File: src/rtl/ahblite_master_arb2_if.sv
// One AHB-lite link: the master modport drives the address/control and write
// data, while the slave modport returns ready and read data.
interface ahblite_master_arb2_if #(
   parameter int AW = 32,
   parameter int DW = 64
);
   logic [AW-1:0] HADDR;
   logic [1:0]    HTRANS;
   logic          HWRITE;
   logic [2:0]    HSIZE;
   logic [DW-1:0] HWDATA;
   logic          HREADY;
   logic [DW-1:0] HRDATA;

   modport master (
      output HADDR, HTRANS, HWRITE, HSIZE, HWDATA,
      input  HREADY, HRDATA
   );

   modport slave (
      input  HADDR, HTRANS, HWRITE, HSIZE, HWDATA,
      output HREADY, HRDATA
   );
endinterface

File: src/rtl/ahblite_master_arb2.sv
// Two-master AHB-lite arbiter. It merges M0 (instruction fetch) and M1
// (load/store) onto one downstream AHB-lite port. Arbitration is round-robin.
// If a master loses, or the bus is stalled, its address phase is captured in
// a hold register and issued later, and the master is stalled until then.
module ahblite_master_arb2 #(
   parameter int AW = 32,
   parameter int DW = 64
) (
   input  logic                  HCLK,
   input  logic                  HRESET,
   ahblite_master_arb2_if.slave  m0,
   ahblite_master_arb2_if.slave  m1,
   ahblite_master_arb2_if.master sys,
   output logic                  HMASTER
);

   logic [1:0]         in_req;
   logic [1:0][AW-1:0] in_addr;
   logic [1:0]         in_write;
   logic [1:0][2:0]    in_size;

   logic [1:0]         hready_m;
   logic [1:0]         live;
   logic [1:0]         req;
   logic [1:0][AW-1:0] sel_addr;
   logic [1:0]         sel_write;
   logic [1:0][2:0]    sel_size;

   logic [1:0]         pend_q, pend_d;
   logic [1:0][AW-1:0] hold_addr_q, hold_addr_d;
   logic [1:0]         hold_write_q, hold_write_d;
   logic [1:0][2:0]    hold_size_q, hold_size_d;
   logic               dph_v_q, dph_v_d;
   logic               dph_own_q, dph_own_d;
   logic               last_q, last_d;

   logic               gnt_v;
   logic               gnt;
   logic               accept;

   // HTRANS[0] separates NONSEQ from SEQ. Every issued transfer goes out as
   // NONSEQ, so that bit is not needed.
   logic               unused_seq;
   assign unused_seq = m0.HTRANS[0] ^ m1.HTRANS[0];

   assign in_req[0]   = m0.HTRANS[1];
   assign in_req[1]   = m1.HTRANS[1];
   assign in_addr[0]  = m0.HADDR;
   assign in_addr[1]  = m1.HADDR;
   assign in_write[0] = m0.HWRITE;
   assign in_write[1] = m1.HWRITE;
   assign in_size[0]  = m0.HSIZE;
   assign in_size[1]  = m1.HSIZE;

   // Per-master ready, live request detection and attribute source selection.
   // Reset gates the live term so that the bus goes idle while reset is held.
   always_comb begin
      for (int x = 0; x < 2; x++) begin
         hready_m[x] = 1'b1;
         if (pend_q[x])
            hready_m[x] = 1'b0;
         else if (dph_v_q && (dph_own_q == x[0]))
            hready_m[x] = sys.HREADY;
         live[x]      = in_req[x] & hready_m[x] & ~HRESET;
         sel_addr[x]  = pend_q[x] ? hold_addr_q[x]  : in_addr[x];
         sel_write[x] = pend_q[x] ? hold_write_q[x] : in_write[x];
         sel_size[x]  = pend_q[x] ? hold_size_q[x]  : in_size[x];
      end
   end

   assign req    = pend_q | live;
   assign gnt_v  = |req;
   assign gnt    = (req == 2'b11) ? ~last_q : req[1];
   assign accept = gnt_v & sys.HREADY;

   assign sys.HTRANS = gnt_v ? 2'b10 : 2'b00;
   assign sys.HADDR  = gnt_v ? sel_addr[gnt]  : '0;
   assign sys.HWRITE = gnt_v ? sel_write[gnt] : 1'b0;
   assign sys.HSIZE  = gnt_v ? sel_size[gnt]  : 3'd0;
   assign sys.HWDATA = dph_own_q ? m1.HWDATA : m0.HWDATA;
   assign HMASTER    = gnt_v & gnt;

   assign m0.HREADY = hready_m[0];
   assign m1.HREADY = hready_m[1];
   assign m0.HRDATA = sys.HRDATA;
   assign m1.HRDATA = sys.HRDATA;

   // Next state: grant bookkeeping on accept, and capture of live requests
   // that were not accepted.
   always_comb begin
      pend_d       = pend_q;
      hold_addr_d  = hold_addr_q;
      hold_write_d = hold_write_q;
      hold_size_d  = hold_size_q;
      dph_v_d      = dph_v_q;
      dph_own_d    = dph_own_q;
      last_d       = last_q;
      if (accept) begin
         pend_d[gnt] = 1'b0;
         dph_v_d     = 1'b1;
         dph_own_d   = gnt;
         last_d      = gnt;
      end else if (sys.HREADY) begin
         dph_v_d = 1'b0;
      end
      for (int x = 0; x < 2; x++) begin
         if (live[x] && !(accept && (gnt == x[0]))) begin
            pend_d[x]       = 1'b1;
            hold_addr_d[x]  = in_addr[x];
            hold_write_d[x] = in_write[x];
            hold_size_d[x]  = in_size[x];
         end
      end
   end

   // State registers. last resets to 1 so that M0 wins the first tie.
   always_ff @(posedge HCLK or posedge HRESET) begin
      if (HRESET) begin
         pend_q       <= 2'b00;
         hold_addr_q  <= '0;
         hold_write_q <= 2'b00;
         hold_size_q  <= '0;
         dph_v_q      <= 1'b0;
         dph_own_q    <= 1'b0;
         last_q       <= 1'b1;
      end else begin
         pend_q       <= pend_d;
         hold_addr_q  <= hold_addr_d;
         hold_write_q <= hold_write_d;
         hold_size_q  <= hold_size_d;
         dph_v_q      <= dph_v_d;
         dph_own_q    <= dph_own_d;
         last_q       <= last_d;
      end
   end

endmodule

File: src/flat_wrapper.sv
// flat-port wrapper written by rule: the top's interface ports become plain ports
module ahblite_master_arb2_flat 
#(
   parameter int AW = 32,
   parameter int DW = 64
)
  (HCLK, HRESET, HMASTER, m0_HADDR, m0_HTRANS, m0_HWRITE, m0_HSIZE, m0_HWDATA, m0_HREADY, m0_HRDATA, m1_HADDR, m1_HTRANS, m1_HWRITE, m1_HSIZE, m1_HWDATA, m1_HREADY, m1_HRDATA, sys_HADDR, sys_HTRANS, sys_HWRITE, sys_HSIZE, sys_HWDATA, sys_HREADY, sys_HRDATA);
  ahblite_master_arb2_if #(.AW(AW), .DW(DW)) m0_i ();
  ahblite_master_arb2_if #(.AW(AW), .DW(DW)) m1_i ();
  ahblite_master_arb2_if #(.AW(AW), .DW(DW)) sys_i ();
  input  logic HCLK;
  input  logic HRESET;
  output logic HMASTER;
  input wire logic [$bits(m0_i.HADDR)-1:0] m0_HADDR;
  input wire logic [$bits(m0_i.HTRANS)-1:0] m0_HTRANS;
  input wire logic [$bits(m0_i.HWRITE)-1:0] m0_HWRITE;
  input wire logic [$bits(m0_i.HSIZE)-1:0] m0_HSIZE;
  input wire logic [$bits(m0_i.HWDATA)-1:0] m0_HWDATA;
  output wire logic [$bits(m0_i.HREADY)-1:0] m0_HREADY;
  output wire logic [$bits(m0_i.HRDATA)-1:0] m0_HRDATA;
  input wire logic [$bits(m1_i.HADDR)-1:0] m1_HADDR;
  input wire logic [$bits(m1_i.HTRANS)-1:0] m1_HTRANS;
  input wire logic [$bits(m1_i.HWRITE)-1:0] m1_HWRITE;
  input wire logic [$bits(m1_i.HSIZE)-1:0] m1_HSIZE;
  input wire logic [$bits(m1_i.HWDATA)-1:0] m1_HWDATA;
  output wire logic [$bits(m1_i.HREADY)-1:0] m1_HREADY;
  output wire logic [$bits(m1_i.HRDATA)-1:0] m1_HRDATA;
  output wire logic [$bits(sys_i.HADDR)-1:0] sys_HADDR;
  output wire logic [$bits(sys_i.HTRANS)-1:0] sys_HTRANS;
  output wire logic [$bits(sys_i.HWRITE)-1:0] sys_HWRITE;
  output wire logic [$bits(sys_i.HSIZE)-1:0] sys_HSIZE;
  output wire logic [$bits(sys_i.HWDATA)-1:0] sys_HWDATA;
  input wire logic [$bits(sys_i.HREADY)-1:0] sys_HREADY;
  input wire logic [$bits(sys_i.HRDATA)-1:0] sys_HRDATA;
  assign m0_i.HADDR = m0_HADDR;
  assign m0_i.HTRANS = m0_HTRANS;
  assign m0_i.HWRITE = m0_HWRITE;
  assign m0_i.HSIZE = m0_HSIZE;
  assign m0_i.HWDATA = m0_HWDATA;
  assign m0_HREADY = m0_i.HREADY;
  assign m0_HRDATA = m0_i.HRDATA;
  assign m1_i.HADDR = m1_HADDR;
  assign m1_i.HTRANS = m1_HTRANS;
  assign m1_i.HWRITE = m1_HWRITE;
  assign m1_i.HSIZE = m1_HSIZE;
  assign m1_i.HWDATA = m1_HWDATA;
  assign m1_HREADY = m1_i.HREADY;
  assign m1_HRDATA = m1_i.HRDATA;
  assign sys_HADDR = sys_i.HADDR;
  assign sys_HTRANS = sys_i.HTRANS;
  assign sys_HWRITE = sys_i.HWRITE;
  assign sys_HSIZE = sys_i.HSIZE;
  assign sys_HWDATA = sys_i.HWDATA;
  assign sys_i.HREADY = sys_HREADY;
  assign sys_i.HRDATA = sys_HRDATA;
  ahblite_master_arb2 #(.AW(AW), .DW(DW)) u_core (.HCLK(HCLK), .HRESET(HRESET), .m0(m0_i), .m1(m1_i), .sys(sys_i), .HMASTER(HMASTER));
endmodule
File: config.mk
export PLATFORM = sky130hd
export DESIGN_NAME = ahblite_master_arb2_flat
export DESIGN_NICKNAME = d
export VERILOG_FILES = /design/src/rtl/ahblite_master_arb2_if.sv /design/src/rtl/ahblite_master_arb2.sv /design/src/flat_wrapper.sv
export SDC_FILE = /design/constraint.sdc
export NUM_CORES = 1
export LEC_CHECK = 0
export ABC_AREA = 1
export BUFFER_PORTS_ARGS = -buffer_cell sky130_fd_sc_hd__buf_2
export CAP_MARGIN = 20
export CORE_AREA = 2 2 196 198
export DETAILED_ROUTE_END_ITERATION = 8
export DIE_AREA = 0 0 198 200
export MAX_ROUTING_LAYER = met4
export SYNTH_ARGS = -nofsm -noshare
export SYNTH_HDL_FRONTEND = slang
export SYNTH_SLANG_ARGS = --single-unit
File: constraint.sdc
create_clock -name HCLK -period 5.85 [get_ports HCLK]
set_clock_uncertainty 0.2 [all_clocks]
set_input_delay 0.2925 -clock HCLK [delete_from_list [all_inputs] [get_ports HCLK]]
set_output_delay 0.2925 -clock HCLK [all_outputs]
set_load 0.05 [all_outputs]
==> run_results.csv <==
group,metric,value,unit
outcome,status,"finished clean",
power_and_ir_drop,seq_power_share,18.4,%
critical_path,slowest_delay,0.95,ns
grt,grt_overflow_total,0,
route,dr.pass1.iters,5,
critical_path,cp_data_arrival_time,4.25,ns
placed_design,dp_cells,1674,
floorplan,dieArea,39600,um^2
clocking,htreeDepth,3,
power_and_ir_drop,p_total,0.00502,W
timing,rsz0062_at_grt,"no",
timing,setup_violations,0,
timing,max_slew_margin,33.8,%
power_and_ir_drop,p_leak,4.70,nW
timing,period_needed,4.17,ns
critical_path,crit_type,"reg -> reg",
route,wl,28000,um
synth,synth_area_per_cell,6.11,um^2
grt,grt_pass1_wl,40700,um
synth,yosysUniqueCellTypes,23,
synth,ys_seq_elements,77,
synth,synth_top_area_cell,"nand2_1",
power_and_ir_drop,internal_power,0.00196,W
placed_design,io_buffers,308,
synth,yosysSeqAreaShare,30.4,%
synth,synth_top_area_share,33.1,%
floorplan,initial_core_util,17.0,%
synth,yosysWarningCount,0,
final_layout,instances_no_fill,1742,
grt,grt_max_degree,78,
clocking,cts_buffers,9,
floorplan,dieWidth,198,um
synth,syn_inst,1038,
timing,tns,0,ns
route,wl_per_cell,16.1,um
final_layout,area_growth,28.0,%
synth,syn_nets,1309,
power_and_ir_drop,cellPowerDensity,619,nW/um^2
power_and_ir_drop,p_sw_share,60.9,%
floorplan,die_h,200,um
power_and_ir_drop,p_sw,0.00306,W
timing,tightest_slew,0.993,ns
clocking,root_buffer,"clkbuf_16",
min_path,hold_class,"in -> reg",
placed_design,place_hpwl,22300,um
clocking,clk_pin_slew,0.06,ns
grt,grt_pass1_vias,6519,
clocking,tritoncts,"built",
final_layout,fin_nets,1489,
final_layout,final_cell_mix,"560 x nand2_1, 308 x buf_2, 75 x dfrtp_1, 74 x nor2_1, 72 x nand3_1",
clocking,postCtsSetupRepairBufs,0,
critical_path,end_kind,"flip-flop",
critical_path,slowest_stage,"nand2_2",
critical_path,required,5.93,ns
critical_path,crit_fanout,66,
final_layout,drive_gt1_share,28.8,%
timing,finalCritPeriodShare,71.4,%
placed_design,post_dp_cell_area,7290,um^2
power_and_ir_drop,pwr-share-comb,68.3,%
route,drtAntennaViolNets,0,
floorplan,ioPinCount,504,
route,drc,0,
power_and_ir_drop,clkPwrFrac,13.3,%
grt,grt_usage,14.3,%
floorplan,core_area,37400,um^2
power_and_ir_drop,ir_worst_vdd,0.000284,V
timing,finalHoldViolations,0,
final_layout,nFillCells,4256,
clocking,ctsLongestPathBuffers,2,
final_layout,mostFrequentLayoutCell,"nand2_1",
floorplan,rows,71,
critical_path,crit_chain,"buf_4 -> inv_2 -> nand3_2 -> nand3_2 -> nand2_1 -> nand2_2 -> nand3_2 -> nand2_2 -> nand2_1 -> nand2_1",
route,drt_iter0_drc,347,
critical_path,crit_path_start_kind,"flip-flop",
timing,slew_viol_final,0,
synth,synthTopCellsByArea,"nand2_1 33%, dfrtp_1 30%, buf_4 16%, nand3_1 5.7%, nor2_1 4.4%",
run,drv_cap,0,
critical_path,reg2reg_from,"u_core.dph_own_q",
critical_path,startpoint,"u_core.dph_own_q",
route,vias,6903,
clocking,cts-resized-gates,0,
timing,fmax,240,MHz
final_layout,final_util,21.7,%
min_path,worstHoldStart,"m0_HADDR[9]",
synth,synth_area,6340,um^2
placed_design,finalWeightedCongestion,0.861,
grt,antenna_found_initial,10,
route,viasPerCell,3.96,
final_layout,final_cell_area,8120,um^2
clocking,numClockSinks,77,
clocking,clock_latency,0.34,ns
==> layer usage <==
metal / up-vias / part of all wire [%] / track usage [%]
met5: - / 0 / -
met4: 0 / 4.7 / 7.63
met3: 98 / 6.7 / 3.33
met2: 305 / 49 / 24.3
met1: 3082 / 39 / 15.6
li1: 3418 / - / -
==> state kept, by name, summed over array words and instances, names as in the netlist <==
register             flops
u_core.dph_own_q         1
u_core.dph_v_q           1
u_core.hold_addr_q      64
u_core.hold_size_q       6
u_core.hold_write_q      2
u_core.last_q            1
u_core.pend_q            2
==> area by class of cell <==
type | count | area, um^2 | share of cell area, %
diodes | 9 | 22.5 | 0.277
well taps | 511 | 639 | 7.87
multi-input cells | 759 | 3080 | 37.9
clock buffers | 11 | 253 | 3.11
inverters | 14 | 58.8 | 0.724
flip-flops and latches | 77 | 1930 | 23.8
repair buffers | 357 | 2040 | 25.2
clock inverters | 4 | 95.1 | 1.17
==> worst max-delay path, delay by kind of cell, from the launching register on <==
family / cells / cell delay, ns
buf+inv: 2 / 1.10
flops: 1 / 0.38
simple gates: 8 / 2.40
==> Yosys cell counts <==
master,number
buf_2,11
inv_6,1
nand2_4,2
conb_1,1
buf_1,8
inv_2,5
buf_4,135
clkbuf_1,27
a21oi_2,2
inv_1,8
dfstp_2,1
nor2_4,1
nand2_8,1
nand3_2,4
a21oi_4,1
nand2_2,2
a21oi_1,2
nand2_1,560
o21ai_0,37
dfrtp_1,76
nor2_1,74
buf_6,7
nand3_1,72
==> worst paths after layout <==
| path | endpoint | slack [ns] | depth (start not counted) |
|---|---|---|---|
| max | u_core.hold_addr_q[39] | 1.68 | 10 |
| min | u_core.hold_addr_q[9] | 0.005 | 3 |
| max reg2reg | u_core.hold_addr_q[39] | 1.68 | 10 |
| min reg2reg | u_core.hold_addr_q[58] | 0.27 | 2 |
| max in group asynchronous | u_core.last_q | 4.50 | 5 |
| min in group asynchronous | u_core.hold_addr_q[34] | 0.31 | 4 |
==> through the flow <==
stage / hold slack (ns) / setup slack (ns)
detailed placement: 0.258 / 1.60
global route: 0.00664 / 1.20
global placement: 0.254 / 1.66
CTS: 0.000598 / 1.56
finish: 0.00488 / 1.68
floorplan: 0.183 / 3.39
==> power groups by stage <==
stage               combinational, W  clock [W]  sequential (W)
floorplan                    0.00277          0        0.000899
global placement             0.00343          0        0.000918
detailed placement           0.00345          0        0.000926
CTS                          0.00348   0.000683        0.000919
global route                 0.00371   0.000699        0.000951
finish                       0.00343   0.000668        0.000922
==> kinds of logic after synthesis <==
family	share of synthesized area, %
flops	30.4
compound gates	3.61
other cells	0.0591
simple gates	44.9
buf+inv	21.1
==> timing repair <==
| action | 4_1_cts | 5_1_grt |
|---|---|---|
| endpoints found under the setup margin | 0 | 0 |
| endpoints found under the hold margin | 41 | 12 |
| hold buffers | 41 | 1 |
Note: power is estimated with default switching activity, not from simulation.
